`src/rtl/sb_pkg.sv`:
```
// sb_pkg -- shared SB bus definitions.
//   HTRANS / response encodings and widths used by the arbiter and the masters,
//   plus the arbiter state encoding (kept as plain constants so legacy masters
//   that decode the state can keep comparing against the same values).
package sb_pkg;

  localparam int unsigned SB_TRANS_W = 2;
  localparam int unsigned SB_RESP_W  = 2;

  localparam logic [SB_TRANS_W-1:0] SB_TRANS_IDLE   = 2'd0;
  localparam logic [SB_TRANS_W-1:0] SB_TRANS_BUSY   = 2'd1;
  localparam logic [SB_TRANS_W-1:0] SB_TRANS_NONSEQ = 2'd2;
  localparam logic [SB_TRANS_W-1:0] SB_TRANS_SEQ    = 2'd3;

  localparam logic [SB_RESP_W-1:0] SB_RESP_NONE  = 2'd0;
  localparam logic [SB_RESP_W-1:0] SB_RESP_OKAY  = 2'd1;
  localparam logic [SB_RESP_W-1:0] SB_RESP_ERROR = 2'd2;
  localparam logic [SB_RESP_W-1:0] SB_RESP_SPLIT = 2'd3;

  localparam logic [0:0] ARB_IDLE  = 1'b0;
  localparam logic [0:0] ARB_OWNED = 1'b1;

endpackage

```
`src/rtl/sb_arb_pick.sv`:
```
// sb_arb_pick -- combinational winner picker for the SB arbiter.
//   Default: round-robin, scanning i_start, i_start+1, ... mod NUM_MASTERS.
//   SB_ARB_FIXED_PRIO_EN defined: lowest-index request wins, i_start ignored.
// Ports:
//   i_req    [NUM_MASTERS-1:0]  eligible request vector
//   i_start  [SEL_W-1:0]        round-robin start index (< NUM_MASTERS)
//   o_win    [SEL_W-1:0]        winning master index (0 when none)
//   o_vld                       at least one request present
module sb_arb_pick
  import sb_pkg::*;
#(
  parameter int unsigned NUM_MASTERS = 3,
  parameter int unsigned SEL_W       = 3
) (
  input  logic [NUM_MASTERS-1:0] i_req,
  input  logic [SEL_W-1:0]       i_start,
  output logic [SEL_W-1:0]       o_win,
  output logic                   o_vld
);

`ifdef SB_ARB_FIXED_PRIO_EN
  logic w_unused_start;
  assign w_unused_start = ^i_start;

  // Descending scan so the lowest set index is the last one written.
  always_comb begin
    o_win = '0;
    o_vld = 1'b0;
    for (int unsigned i = NUM_MASTERS; i > 0; i--) begin
      if (i_req[i-1]) begin
        o_win = SEL_W'(i - 1);
        o_vld = 1'b1;
      end
    end
  end
`else
  always_comb begin
    int unsigned idx;
    idx   = 0;
    o_win = '0;
    o_vld = 1'b0;
    for (int unsigned off = 0; off < NUM_MASTERS; off++) begin
      idx = 32'(i_start) + off;
      if (idx >= NUM_MASTERS) idx = idx - NUM_MASTERS;
      if (!o_vld && i_req[idx]) begin
        o_win = SEL_W'(idx);
        o_vld = 1'b1;
      end
    end
  end
`endif

endmodule

```
`src/rtl/sb_arbiter.sv`:
```
// sb_arbiter -- central SB bus arbiter.
//   Grants the bus to one master at a time, drives the owner select for the
//   address/wdata muxes and parks SPLIT masters until the slave releases them.
//   Round-robin by default; fixed priority when SB_ARB_FIXED_PRIO_EN is defined.
// Ports:
//   sb_clk, sb_reset         clock, async active-high reset
//   sb_busreq, sb_lock       per-master request / locked-transfer request
//   sb_trans                 HTRANS of the current owner
//   sb_ready, sb_resp        slave handshake and response
//   sb_split                 per-master split-release pulses
//   sb_grant                 registered one-hot (or zero) grant
//   sb_master_sel            registered owner index for the bus muxes
//   sb_mastlock              registered: owner holds a locked sequence
module sb_arbiter
  import sb_pkg::*;
#(
  parameter int unsigned NUM_MASTERS = 3,
  parameter int unsigned SEL_W       = 3
) (
  input  logic                   sb_clk,
  input  logic                   sb_reset,
  input  logic [NUM_MASTERS-1:0] sb_busreq,
  input  logic [NUM_MASTERS-1:0] sb_lock,
  input  logic [SB_TRANS_W-1:0]  sb_trans,
  input  logic                   sb_ready,
  input  logic [SB_RESP_W-1:0]   sb_resp,
  input  logic [NUM_MASTERS-1:0] sb_split,
  output logic [NUM_MASTERS-1:0] sb_grant,
  output logic [SEL_W-1:0]       sb_master_sel,
  output logic                   sb_mastlock
);

  logic [0:0]             r_state;
  logic [NUM_MASTERS-1:0] r_split_mask;

  logic [NUM_MASTERS-1:0] w_elig;
  logic [NUM_MASTERS-1:0] w_own_oh;
  logic [NUM_MASTERS-1:0] w_pick_req;
  logic [NUM_MASTERS-1:0] w_split_set;
  logic                   w_own_req;
  logic                   w_own_lock;
  logic                   w_is_split;
  logic                   w_release;
  logic                   w_rearb;
  logic [SEL_W-1:0]       w_start;
  logic [SEL_W-1:0]       w_win;
  logic                   w_win_vld;

`ifdef SB_ARB_FIXED_PRIO_EN
  assign w_start = '0;
`else
  logic [SEL_W-1:0] r_rr_ptr;
  assign w_start = r_rr_ptr;
`endif

  always_comb begin
    w_elig     = sb_busreq & ~r_split_mask;
    w_own_oh   = NUM_MASTERS'(1) << sb_master_sel;
    w_own_req  = |(sb_busreq & w_own_oh);
    w_own_lock = |(sb_lock & w_own_oh);
    w_is_split = (r_state == ARB_OWNED) && (sb_resp == SB_RESP_SPLIT);
    // BUSY keeps the owner even with its request dropped.
    w_release  = (r_state == ARB_OWNED) && sb_ready && !w_own_req && !w_own_lock &&
                 (sb_trans != SB_TRANS_BUSY);
    w_rearb    = (r_state == ARB_IDLE) || w_is_split || w_release;
    // The split owner is not yet in r_split_mask this cycle, so exclude it here.
    w_pick_req  = w_is_split ? (w_elig & ~w_own_oh) : w_elig;
    w_split_set = w_is_split ? w_own_oh : '0;
  end

  sb_arb_pick #(
    .NUM_MASTERS (NUM_MASTERS),
    .SEL_W       (SEL_W)
  ) u_pick (
    .i_req   (w_pick_req),
    .i_start (w_start),
    .o_win   (w_win),
    .o_vld   (w_win_vld)
  );

  always_ff @(posedge sb_clk or posedge sb_reset) begin
    if (sb_reset) begin
      r_state       <= ARB_IDLE;
      r_split_mask  <= '0;
      sb_grant      <= '0;
      sb_master_sel <= '0;
      sb_mastlock   <= 1'b0;
    end else begin
      // Set after clear: a split arriving with its own release stays parked.
      r_split_mask <= (r_split_mask & ~sb_split) | w_split_set;
      if (w_rearb) begin
        sb_mastlock <= 1'b0;
        if (w_win_vld) begin
          r_state       <= ARB_OWNED;
          sb_grant      <= NUM_MASTERS'(1) << w_win;
          sb_master_sel <= w_win;
        end else begin
          r_state  <= ARB_IDLE;
          sb_grant <= '0;
        end
      end else begin
        sb_mastlock <= w_own_lock;
      end
    end
  end

`ifndef SB_ARB_FIXED_PRIO_EN
  always_ff @(posedge sb_clk or posedge sb_reset) begin
    if (sb_reset) begin
      r_rr_ptr <= '0;
    end else if (w_rearb && w_win_vld) begin
      r_rr_ptr <= (w_win == SEL_W'(NUM_MASTERS - 1)) ? '0 : w_win + 1'b1;
    end
  end
`endif

endmodule

```
`config.mk`:
```
export PLATFORM = sky130hd
export DESIGN_NAME = sb_arbiter
export DESIGN_NICKNAME = d
export VERILOG_FILES = /design/src/rtl/sb_pkg.sv /design/src/rtl/sb_arb_pick.sv /design/src/rtl/sb_arbiter.sv
export SDC_FILE = /design/constraint.sdc
export NUM_CORES = 1
export LEC_CHECK = 0
export CAP_MARGIN = 20
export CORE_MARGIN = 2
export CORE_UTILIZATION = 40
export DETAILED_ROUTE_END_ITERATION = 6
export GPL_TIMING_DRIVEN = 0
export MAX_ROUTING_LAYER = met4
export PLACE_DENSITY = 0.6
export SLEW_MARGIN = 20
export SYNTH_ARGS = -nofsm -noshare
export SYNTH_HDL_FRONTEND = slang
export SYNTH_SLANG_ARGS = --single-unit
```
`constraint.sdc`:
```
create_clock -name sb_clk -period 4 [get_ports sb_clk]
set_input_delay 1.2 -clock sb_clk [delete_from_list [all_inputs] [get_ports sb_clk]]
set_output_delay 1.2 -clock sb_clk [all_outputs]
set_load 0.02 [all_outputs]
```
==> flow_summary.yaml <==
clock_tree:
  cts_max_level: 1
  cts_resized: 0
  cts-root-buf: "clkbuf_4"
  cts.clk_slew.worst_paths_ns: 0.09
  clkSinkCount: 14
  post-cts-setup-buffers: 0
  cts-buffers-inserted: 3
  insertion_delay_ns: 0.28
  hold_buffers: 0
  cts_tree: "built"
  max-clock-path-buffers: 2
finish:
  diodes: 0
  nets: 178
  stdcell_count: 187
  area_growth_syn_to_layout_pct: 23.9
  drive_above_1_share_pct: 16.2
floorplanning:
  die_h_um: 59.8
  dieArea_um2: 3580
  rows: 20
  start_util_pct: 41.5
  ios: 23
  core_area_um2: 3000
  fp.dieW_um: 59.8
setup_path:
  rr_worst_depth: 10
  rrSetupSlack_ns: 0.93
  path_buf_inv: 1
  r2r_start: "r_rr_ptr[1]"
  r2r-end: "sb_grant[1]"
  end_kind: "flop"
  crit_type: "input port to flop"
  slowest_stage: "clkdlybuf4s50_1"
  crit_chain: "clkdlybuf4s50_1 > nor4bb_4 > a311oi_4 > mux2_4 > a21oi_2 > a31oi_1 > a211oi_1 > o22ai_1"
  path_delay_family: "compound AO/OA/AOI/OAI gates"
  cp.required_ns: 4.16
  startpoint_type: "input port"
  slowest_delay_ns: 0.51
  critPathMaxFanout: 6
  critPathArrivalTime_ns: 3.64
logic_synthesis:
  ys.warnings.count: 0
  yosysTopAreaCell: "dfrtp_1"
  netlist.area_leader.share_pct: 28.1
  syn_inst: 128
  synth_area_per_cell_um2: 9.74
  syn-num-nets: 151
  synthTopCellsByCount: "dfrtp_1 (14), inv_1 (12), nand2_1 (11), ha_1 (7), nor2_1 (5)"
  synth_edf_count: 0
  yosysUniqueCellTypes: 55
  mappedNetlistArea_um2: 1250
  yosys-top-cells-area: "dfrtp_1 (28%), ha_1 (7.0%), inv_1 (3.6%), nand2_1 (3.3%), mux2i_1 (3.2%)"
  synth_ff_type: "dfrtp_1"
  yosysMostFrequentCell: "dfrtp_1"
  synth.ff_latch_count: 14
  synthArstFlopShare_pct: 100
  ys_seq_area_share_pct: 28.1
sta:
  slew_headroom_pct: 58.9
  fin_ws_ns: 0.518
  max_freq_mhz: 287
  skew_ns: 0.000893
  setup_violations: 0
  tightest_slew_ns: 0.609
  rsz0062_at_grt: "no"
  hold_ws_ns: 0.499
  hold_viol_final: 0
  fin_tns_setup_ns: 0
  drv_slew: 0
  finalCritPeriodShare_pct: 87.1
  post-route-min-period_ns: 3.48
global_routing:
  grt_pass1_wl_mm: 4.94
  grt_pass1_vias: 1090
  antenna_found_initial: 0
  grt_start_max_net_pins: 15
  grt_use_total_pct: 18.7
  grt_overflow: 0
worst_hold_path:
  min_delay_path_depth: 2
  hp-class: "flop to flop"
  hp-start: "sb_grant[0]"
  whs_endpoint: "sb_grant[0]"
routing:
  viasPerCell: 5.65
  routedWlPerCell_um: 15.9
  first_pass_iters: 4
  vias: 1057
  totalWireLength_mm: 2.97
  drt.antenna.violating_nets: 0
  route.detailed.drc: 0
  drt_iter0_drc: 34
place:
  port_buffers: 22
  dp_cells: 183
  dp_hpwl_mm: 2.33
  dp_slack_ns: 0.232
  gp_congestion: 0.784
run_status:
  status: "completed"
flow_run:
  drv_cap: 0
-- sequential cells by signal, indices dropped and copies added (netlist names) --
register	count
r_rr_ptr	3
r_split_mask	3
sb_grant	3
sb_master_sel	3
r_state	1
sb_mastlock	1
-- cell families (layout without fill, tap and decap cells) --
kind of cell	Yosys count	in the layout	share of synthesized area (%)
AO/OA/AOI/OAI	41	41	30.7
AND/OR/NAND/NOR	41	41	20.6
buffers and inverters	15	41	5.22
flip-flops	14	14	28.1
adder cells (fa/ha/maj)	7	7	7.03
multiplexers	7	7	6.22
XOR/XNOR	3	3	2.11
-- layer usage --
layer  GRT usage, %  share of wire [%]  up-vias
met5              -                  0        -
met4           7.30                1.8        0
met3           3.25                5.2        6
met2           31.8                 50       28
met1           21.7                 43      502
li1               -                  -      521
-- placed cells by master (no fill, tap or decap), drive strengths merged, types with 3 or more instances in the layout --
master / count
a2bb2oi: 3
mux2: 3
ha: 7
a21oi: 5
o21ai: 8
nand2b: 3
mux2i: 4
inv: 13
nor3: 3
dfrtp: 14
clkdlybuf4s50: 22
nor2: 5
nor2b: 4
nand2: 11
a31oi: 4
clkbuf: 4
and2: 3
o21a: 3
-- worst min-delay path: stages, from the launching register on --
cell and delay [ns]:
dfrtp_1 0.35, nand2_1 0.05, o21ai_1 0.06
-- worst max path at each step --
stage | slack, ns | depth (start not counted) | from | end
after floorplan | 1.07 | 7 | sb_resp[0] | r_rr_ptr[0]
after global placement | 0.24 | 8 | sb_resp[0] | r_rr_ptr[0]
after detailed placement | 0.23 | 8 | sb_resp[0] | r_rr_ptr[0]
after CTS | 0.52 | 8 | sb_resp[0] | r_rr_ptr[0]
after global routing | 0.34 | 8 | sb_resp[0] | r_rr_ptr[0]
final | 0.52 | 8 | sb_resp[0] | r_rr_ptr[0]
-- stage by stage --
stage          utilization [%]  area, µm²
2_1_floorplan                -       1250
3_3_place_gp              50.2       1510
3_5_place_dp              50.2       1510
4_1_cts                   51.4       1540
5_1_grt                   51.4       1540
6_report                  51.4       1540
-- final cells by class --
cell class,instances,area (µm²)
Inverter,13,48.8
Clock buffer,4,36.3
Sequential cell,14,350
Tap cell,33,41.3
Buffer,2,16.3
Multi-Input combinational cell,99,831
Timing Repair Buffer,22,220
Fill cell,300,1460
Power is left out: the tool's default activity adds up to more than one toggle a clock period on the data nets, which glitch-free logic cannot reach.
